`config.mk`:
```
export PLATFORM = sky130hd
export DESIGN_NAME = a1339_multiturn
export DESIGN_NICKNAME = d
export VERILOG_FILES = /design/src/rtl/a1339_multiturn.sv
export SDC_FILE = /design/constraint.sdc
export NUM_CORES = 1
export LEC_CHECK = 0
export CAP_MARGIN = 15
export CORE_AREA = 3 3 159 161
export DETAILED_ROUTE_END_ITERATION = 7
export DIE_AREA = 0 0 162 164
export DONT_BUFFER_PORTS = 1
export GPL_TIMING_DRIVEN = 0
export SYNTH_ARGS = -nofsm -noshare
export SYNTH_HDL_FRONTEND = slang
export SYNTH_SLANG_ARGS = --single-unit
```
`constraint.sdc`:
```
create_clock -name clock -period 5.15 [get_ports clock]
set_clock_uncertainty 0.1 [all_clocks]
set_input_delay 0.7725 -clock clock [delete_from_list [all_inputs] [get_ports clock]]
set_output_delay 0.7725 -clock clock [all_outputs]
set_load 0.05 [all_outputs]
```
`src/rtl/a1339_multiturn.sv`:
```
// a1339_multiturn: per-sensor multiturn position/velocity tracker with Avalon read/preset port (velocity built with A1339_VELOCITY_EN)
module a1339_multiturn #(
  parameter int NUMBER_OF_SENSORS = 1,
  parameter int VEL_WIDTH         = 16
) (
  input  logic               clock,
  input  logic               reset,
  input  logic               sample_valid,
  input  logic [7:0]         sample_sensor,
  input  logic [11:0]        sample_angle,
  input  logic [8:0]         address,
  input  logic               read,
  input  logic               write,
  input  logic [31:0]        writedata,
  output logic signed [31:0] readdata,
  output logic               waitrequest
);
  localparam int N  = NUMBER_OF_SENSORS;
  localparam int IW = (N > 1) ? $clog2(N) : 1;
  localparam logic [0:0] IDLE = 1'b0;
  localparam logic [0:0] DATA = 1'b1;
  logic [11:0]        last_q [N];
  logic [11:0]        last_d [N];
  logic signed [31:0] pos_q  [N];
  logic signed [31:0] pos_d  [N];
  logic [31:0]        cnt_q  [N];
  logic [31:0]        cnt_d  [N];
  logic [N-1:0]       primed_q, primed_d;
  logic [0:0]         state_q, state_d;
  logic signed [31:0] rd_q, rd_d;
  logic               s_ok, w_ok, r_ok, rd_start;
  logic [IW-1:0]      si, wi, ri;
  logic signed [31:0] d_raw, delta, vel_rd, rv;
`ifdef A1339_VELOCITY_EN
  localparam logic signed [31:0] VMAX = (32'sd1 <<< (VEL_WIDTH - 1)) - 32'sd1;
  localparam logic signed [31:0] VMIN = -VMAX - 32'sd1;
  logic signed [VEL_WIDTH-1:0] vel_q [N];
  logic signed [VEL_WIDTH-1:0] vel_d [N];
  logic signed [31:0]          vsat;
`endif
  assign s_ok     = sample_valid && (32'(sample_sensor) < N);
  assign w_ok     = write && (address[8:7] == 2'd0) && (32'(address[6:0]) < N);
  assign r_ok     = 32'(address[6:0]) < N;
  assign si       = sample_sensor[IW-1:0];
  assign wi       = address[IW-1:0];
  assign ri       = address[IW-1:0];
  assign rd_start = (state_q == IDLE) && read;
  // Shortest-path angle delta folded into -2048..2047
  always_comb begin
    d_raw = $signed({20'b0, sample_angle}) - $signed({20'b0, last_q[si]});
    delta = (d_raw > 32'sd2047) ? d_raw - 32'sd4096 : (d_raw < -32'sd2048) ? d_raw + 32'sd4096 : d_raw;
`ifdef A1339_VELOCITY_EN
    vsat  = (delta > VMAX) ? VMAX : (delta < VMIN) ? VMIN : delta;
    vel_rd = 32'(vel_q[ri]);
`else
    vel_rd = 32'sd0;
`endif
  end
  // Per-sensor next state; a same-cycle preset overrides only the position
  always_comb begin
    pos_d    = pos_q;
    last_d   = last_q;
    cnt_d    = cnt_q;
    primed_d = primed_q;
`ifdef A1339_VELOCITY_EN
    vel_d    = vel_q;
`endif
    if (s_ok) begin
      pos_d[si]    = primed_q[si] ? pos_q[si] + delta : $signed({20'b0, sample_angle});
      last_d[si]   = sample_angle;
      cnt_d[si]    = cnt_q[si] + 32'd1;
      primed_d[si] = 1'b1;
`ifdef A1339_VELOCITY_EN
      vel_d[si]    = primed_q[si] ? vsat[VEL_WIDTH-1:0] : '0;
`endif
    end
    if (w_ok) pos_d[wi] = writedata;
  end
  // Read path: capture in the stalled first cycle, present in the second
  always_comb begin
    rv      = !r_ok ? 32'sd0 :
              (address[8:7] == 2'd0) ? pos_q[ri] :
              (address[8:7] == 2'd1) ? vel_rd :
              (address[8:7] == 2'd2) ? $signed({20'b0, last_q[ri]}) : $signed(cnt_q[ri]);
    state_d = rd_start ? DATA : IDLE;
    rd_d    = rd_start ? rv : rd_q;
  end
  // State registers, all cleared asynchronously
  always_ff @(posedge clock or posedge reset) begin
    if (reset) begin
      for (int i = 0; i < N; i++) begin
        pos_q[i]  <= '0;
        last_q[i] <= '0;
        cnt_q[i]  <= '0;
`ifdef A1339_VELOCITY_EN
        vel_q[i]  <= '0;
`endif
      end
      primed_q <= '0;
      state_q  <= IDLE;
      rd_q     <= '0;
    end else begin
      pos_q    <= pos_d;
      last_q   <= last_d;
      cnt_q    <= cnt_d;
`ifdef A1339_VELOCITY_EN
      vel_q    <= vel_d;
`endif
      primed_q <= primed_d;
      state_q  <= state_d;
      rd_q     <= rd_d;
    end
  end
  assign readdata    = rd_q;
  assign waitrequest = rd_start && !reset;
endmodule

```
==> flow_summary.ini, run 1 <==
[final_layout]
final_cell_mix = dfrtp_1 (110), nand2_1 (109), nor2_1 (67), o21ai_0 (60), xnor2_1 (49)
final_common_cell = dfrtp_1
stdcell_count = 1152
multi_input_area_mm2 = 0.004245
drive_gt1_frac = 0.05320
layout.nets = 936
seqCellArea_mm2 = 0.002753
syn2layout_area_growth_pct = 12.54
fin_util = 0.3330
num-fill-cells = 2531

[placement]
gp_congestion = 0.8882
dpl.hpwl_um = 15860
pre_cts_ws_ns = -1.065
dp.cells = 1131
io_buffers = 0

[clocking]
h-tree-depth = 3
cts_tree = done
cts_sinks = 110
root_buffer = clkbuf_16
clk_latency_ns = 0.35
path_clk_slew_ns = 0.08
cts_made_buffers = 9
cts_buffer_depth = 2
holdBufCountCts = 0

[outcome]
status = finished, final reports clean

[critical_path]
worstReg2RegStart = last_q[1]$_DFFE_PP0P_
crit_path_end = pos_q[30]$_DFF_PP0_
regToRegEndpoint = pos_q[30]$_DFF_PP0_
startpoint_type = flop
critPathMaxFanout = 6
worstPathRequired_ns = 5.33
reg2reg_depth = 20
r2r_setup_slack_ns = 0.23
setup.worst_path.end_class = flop
startpoint = last_q[1]$_DFFE_PP0P_
crit_type = reg -> reg
cp.arrival_ns = 5.09

[synthesis]
synth_cell_type_count = 58
ys_seq_elements = 110
synthCells = 806
synth_area_mm2 = 0.007132
syn-num-nets = 920
synth_edf_count = 0
async_flop_share = 1.000
synth.avg_cell_area_um2 = 8.848
yosysWarningCount = 0
ys_seq_area_frac = 0.3860
yosys_most_used_dff = dfrtp_1

[floorplan]
die-area_mm2 = 0.02657
core_mm2 = 0.02411
rows = 57
die_y_um = 164
die_w_um = 162
io_pins = 99
start_util = 0.2959

[routing]
ant_nets = 0
vias = 5941
first_pass_iters = 4
wl_per_cell_um = 17.71
wl_um = 20400
drt_iter0_drc = 384
drc_errors = 0
vias_per_cell = 5.157

[min_path]
worstHoldPathType = in -> async

[sta]
rsz0062_at_grt = no
whs_ns = 0.1289
min_period_over_period = 0.9547
slew_viol_final = 0
fin_ws_ns = 0.2335
finalHoldViolations = 0
min_period_ns = 4.916
worst_slew_pin_slew_ns = 0.8767
relSlewSlack = 0.4134
fmax_mhz = 203.4
setup-violations-final = 0

[pwr]
ir_drop_uv = 141.3
leakage_nw = 3.678
p_per_area_mw_per_mm2 = 296.6

[global_route]
overflow = 0
grt_pass1_wl_um = 32510
grt_max_degree = 85
grt_pass1_vias = 6000
grt_antenna_before_repair = 2
grt_usage = 0.1543

[job]
maxCapViolCount = 0
[registers in the layout (all words and copies together), names as in the netlist]
signal / count
pos_q: 32
state_q: 1
readdata: 32
last_q: 12
cnt_q: 32
primed_q: 1
[metrics by stage]
step                      area, um2  total power [mW]  TNS [ns]
after floorplan                7139             1.476         0
after global placement         7545             1.601    -12.62
after detailed placement       7577             1.612    -13.04
after CTS                      7958             2.375         0
after global routing           8026             2.521         0
final                          8026             2.381         0
[power breakdown]
part	switching [mW]	leakage [nW]	internal, mW	total (mW)
combinational	0.406	2.06	0.295	0.701
clock	0.346	0.152	0.399	0.745
sequential	0.0390	1.47	0.896	0.935
total	0.791	3.68	1.59	2.38
[area by class of cell]
class,count,share of cell area
multi-input cells,632,0.5289
well taps,324,0.05051
diodes,1,0.0003118
repair buffers,4,0.006235
plain buffers,38,0.01871
clock inverters,6,0.009353
clock buffers,10,0.02977
flip-flops and latches,110,0.3429
inverters,27,0.01325
[cell usage after synthesis, types with 3 or more instances]
cell / number / area share
xnor2_1: 49 / 0.060
nand2b_1: 3 / 0.0026
a211o_1: 3 / 0.0037
mux2i_1: 12 / 0.017
ha_1: 46 / 0.081
nor2b_1: 4 / 0.0035
nor3_1: 8 / 0.0056
o211ai_1: 7 / 0.0074
nand3_1: 28 / 0.020
a31oi_1: 5 / 0.0044
xor2_1: 19 / 0.023
a211oi_1: 3 / 0.0032
or2_2: 3 / 0.0026
nand4_1: 6 / 0.0053
clkbuf_1: 35 / 0.018
dfrtp_1: 110 / 0.39
nand2_1: 109 / 0.057
a21o_1: 17 / 0.018
and3_1: 12 / 0.011
o31ai_1: 21 / 0.022
o21a_1: 7 / 0.0074
a21oi_1: 42 / 0.029
a221oi_1: 17 / 0.021
inv_1: 27 / 0.014
and4_1: 3 / 0.0037
nor2_1: 67 / 0.035
o21bai_1: 7 / 0.0074
nor4_1: 4 / 0.0035
o21ai_0: 61 / 0.043
a22oi_1: 34 / 0.036
[logic make-up (layout without fill, tap and decap cells)]
kind of cell / Yosys count / in the layout / synth area share
simple gates: 256 / 256 / 0.1596
xor+xnor: 68 / 69 / 0.08351
compound gates: 244 / 244 / 0.2272
flops: 110 / 110 / 0.3860
other cells: 0 / 1 / 0
fa+ha+maj: 48 / 48 / 0.08632
buf+inv: 65 / 85 / 0.03526
mux: 15 / 15 / 0.02211
[worst min-delay path by stage]
stage / from / to / slack, ns / cells after the start
floorplan: cnt_q[31]$_DFFE_PP0P_ / cnt_q[31]$_DFFE_PP0P_ / 0.34 / 1
detailed placement: cnt_q[31]$_DFFE_PP0P_ / cnt_q[31]$_DFFE_PP0P_ / 0.37 / 1
global route: reset / readdata[29]$_DFFE_PP0P_ / 0.14 / 1
global placement: cnt_q[31]$_DFFE_PP0P_ / cnt_q[31]$_DFFE_PP0P_ / 0.37 / 1
finish: reset / readdata[19]$_DFFE_PP0P_ / 0.13 / 1
CTS: reset / cnt_q[29]$_DFFE_PP0P_ / 0.13 / 1
[repair_timing]
| action | in CTS | in global routing |
|---|---|---|
| pin swaps | 2 | 1 |
| gates resized for setup | 4 | 12 |
| gates cloned | 1 | 0 |
| buffers inserted | 3 | 0 |
| endpoints found under the setup margin | 16 | 12 |
[layer usage]
metal,vias to the layer above,GRT usage,share of wire
li1,2939,-,-
met1,2881,0.2051,0.46
met2,104,0.2533,0.47
met3,15,0.03253,0.053
met4,2,0.04653,0.013
met5,-,0,0.00054
[worst max-delay path, cell delays in order (launching register included)]
cell and delay (ns):
dfrtp_1 0.41, inv_1 0.09, ha_1 0.22, nor2b_1 0.15
o31a_1 0.30, nor4_2 0.29, nor4_2 0.13, nor4_2 0.29
o21bai_4 0.18, xor2_4 0.24, buf_4 0.18, buf_4 0.15
ha_1 0.36, a21o_1 0.20, a21o_1 0.18, a21o_1 0.19
a211o_1 0.30, o211a_1 0.22, o21a_1 0.19, mux2_4 0.31
nor3_2 0.16
Note: power is estimated with default switching activity, not from simulation.
==> inputs of run 2 (changes only) <==
Settings changed: PLACE_DENSITY set to 0.49, RECOVER_POWER set to 100.
==> run 2 against run 1 <==
The run now ends with capacitance limit, slew limit left. Die area unchanged. Sequential power hardly changed. Global-route usage is 1.0 points higher. Sequential share of layout area rose by 0.19 points. Clock-buffer cell count is the same. Setup slack improved by 0.034 ns. Hold slack better by 0.26 ns. Critical path depth increased by 1. Clock power hardly changed. Routed wire length rose by 4.3%. Maximum frequency up 0.70%. Critical path type unchanged. Critical endpoint unchanged. Largest cell class unchanged. Largest power group unchanged.
==> flow_summary.ini, run 2 (same netlist as run 1, synthesis figures left out) <==
[final_layout]
final_cell_mix = dfrtp_1 (110), nand2_1 (109), nor2_1 (67), o21ai_0 (59), xnor2_1 (49)
design_area_mm2 = 0.007981
fin_util = 0.3311
final_common_cell = dfrtp_1
antenna_cells = 0
syn2layout_area_growth_pct = 11.91
layout.nets = 937
drive_gt1_frac = 0.05072
stdcell_count = 1152
num-fill-cells = 2572

[clocking]
cts_buffer_depth = 2
root_buffer = clkbuf_16
path_clk_slew_ns = 0.08
clk_latency_ns = 0.36
h-tree-depth = 3
cts_tree = done
cts_made_buffers = 9
cts_sinks = 110
holdBufCountCts = 0

[global_route]
grt_pass1_vias = 6038
grt_max_degree = 58
grt_antenna_before_repair = 0
grt_pass1_wl_um = 34260
overflow = 0
grt_usage = 0.1645

[sta]
slew_viol_final = 55
setup-violations-final = 0
rsz0062_at_grt = no
worst_slew_pin_slew_ns = 2.505
fin_ws_ns = 0.2676
relSlewSlack = -0.6794
finalHoldViolations = 0
min_period_over_period = 0.9480
whs_ns = 0.3856
min_period_ns = 4.882
fmax_mhz = 204.8

[critical_path]
worstPathRequired_ns = 5.34
setup.worst_path.end_class = flop
startpoint_type = flop
critPathMaxFanout = 6
cp.arrival_ns = 5.07
crit_type = reg -> reg

[routing]
m1WireLength_um = 10120
wl_met2_um = 9710
vias = 5989
vias_per_cell = 5.199
wl_met3_um = 1147
drt_iter0_drc = 315
ant_nets = 0
wl_per_cell_um = 18.48
drc_errors = 0
first_pass_iters = 4
wl_um = 21290
top_layer = met4

[outcome]
violations = capacitance limit, slew limit
status = complete, but fails checks

[floorplan]
core_mm2 = 0.02411
io_pins = 99
die_w_um = 162
start_util = 0.2959
die-area_mm2 = 0.02657
rows = 57
die_y_um = 164

[min_path]
worstHoldPathType = reg -> reg

[placement]
pre_cts_ws_ns = -1.006
place_area_mm2 = 0.007577
gp_congestion = 0.8624
dpl.hpwl_um = 16520
io_buffers = 0
dp.cells = 1131

[pwr]
leakage_nw = 3.682
ir_drop_uv = 146.1
p_per_area_mw_per_mm2 = 297.9

[job]
maxCapViolCount = 1
-- run 2: critical path, stage by stage, from the launching register on --
cell and delay [ns]:
dfrtp_1 0.40, inv_1 0.09, ha_1 0.22, nor2b_1 0.14, o31a_1 0.30, nor4_2 0.21, nor4_1 0.13, nor4_1 0.29
o21bai_2 0.11, buf_4 0.17, xor2_4 0.20, buf_4 0.18, buf_4 0.15, ha_1 0.35, a21o_1 0.19, a21o_1 0.18
a21o_1 0.20, a211o_1 0.32, o211a_1 0.22, o21a_1 0.19, mux2_4 0.30, nor3_2 0.16
-- run 2: routing by layer --
metal	up-vias	GRT usage
met5	-	0
met4	0	0.04692
met3	17	0.02825
met2	122	0.2652
met1	2903	0.2278
li1	2947	-
-- run 2: power by group --
group | internal [mW] | switching, mW
Clock | 0.394 | 0.348
Combinational | 0.292 | 0.405
Sequential | 0.896 | 0.0425
Total | 1.58 | 0.795
-- run 2: path summary, 6_finish.rpt --
path	start	to	slack [ns]	cells past startpoint
min in group asynchronous	reset	readdata[18]$_DFFE_PP0P_	0.87	1
min	cnt_q[29]$_DFFE_PP0P_	cnt_q[29]$_DFFE_PP0P_	0.39	1
min reg2reg	cnt_q[29]$_DFFE_PP0P_	cnt_q[29]$_DFFE_PP0P_	0.39	1
max	last_q[1]$_DFFE_PP0P_	pos_q[30]$_DFF_PP0_	0.27	21
max reg2reg	last_q[1]$_DFFE_PP0P_	pos_q[30]$_DFF_PP0_	0.27	21
max in group asynchronous	reset	last_q[2]$_DFFE_PP0P_	1.76	2
-- run 2: what timing repair did --
action | in CTS | in global routing
gates resized for setup | 3 | 12
gates cloned | 1 | 0
setup buffers | 2 | 2
setup endpoints to repair | 15 | 14
pin swaps | 1 | 2
-- run 2: metrics by stage --
| step | TNS (ns) | power, mW |
|---|---|---|
| final | 0 | 2.377 |
| after global routing | 0 | 2.524 |
| after CTS | 0 | 2.384 |
| after detailed placement | -11.69 | 1.620 |
| after global placement | -32.94 | 1.617 |
| after floorplan | 0 | 1.476 |
-- run 2: area by class of cell --
class                      instances  area [um2]  area share
timing repair buffer               5       35.03    0.004389
inverter                          27       102.6     0.01285
sequential                       110        2753      0.3449
clock buffer                      10       239.0     0.02994
clock inverter                     6       67.56    0.008465
multi-input combinational        632        4229      0.5299
tap                              324       405.4     0.05079
buffer                            38       150.1     0.01881
==> inputs of run 3 (changes only) <==
Settings changed: SKIP_LAST_GASP set to 1.
==> results of run 3 <==
No change in the layout: final DEF, timing and power equal those of run 2.
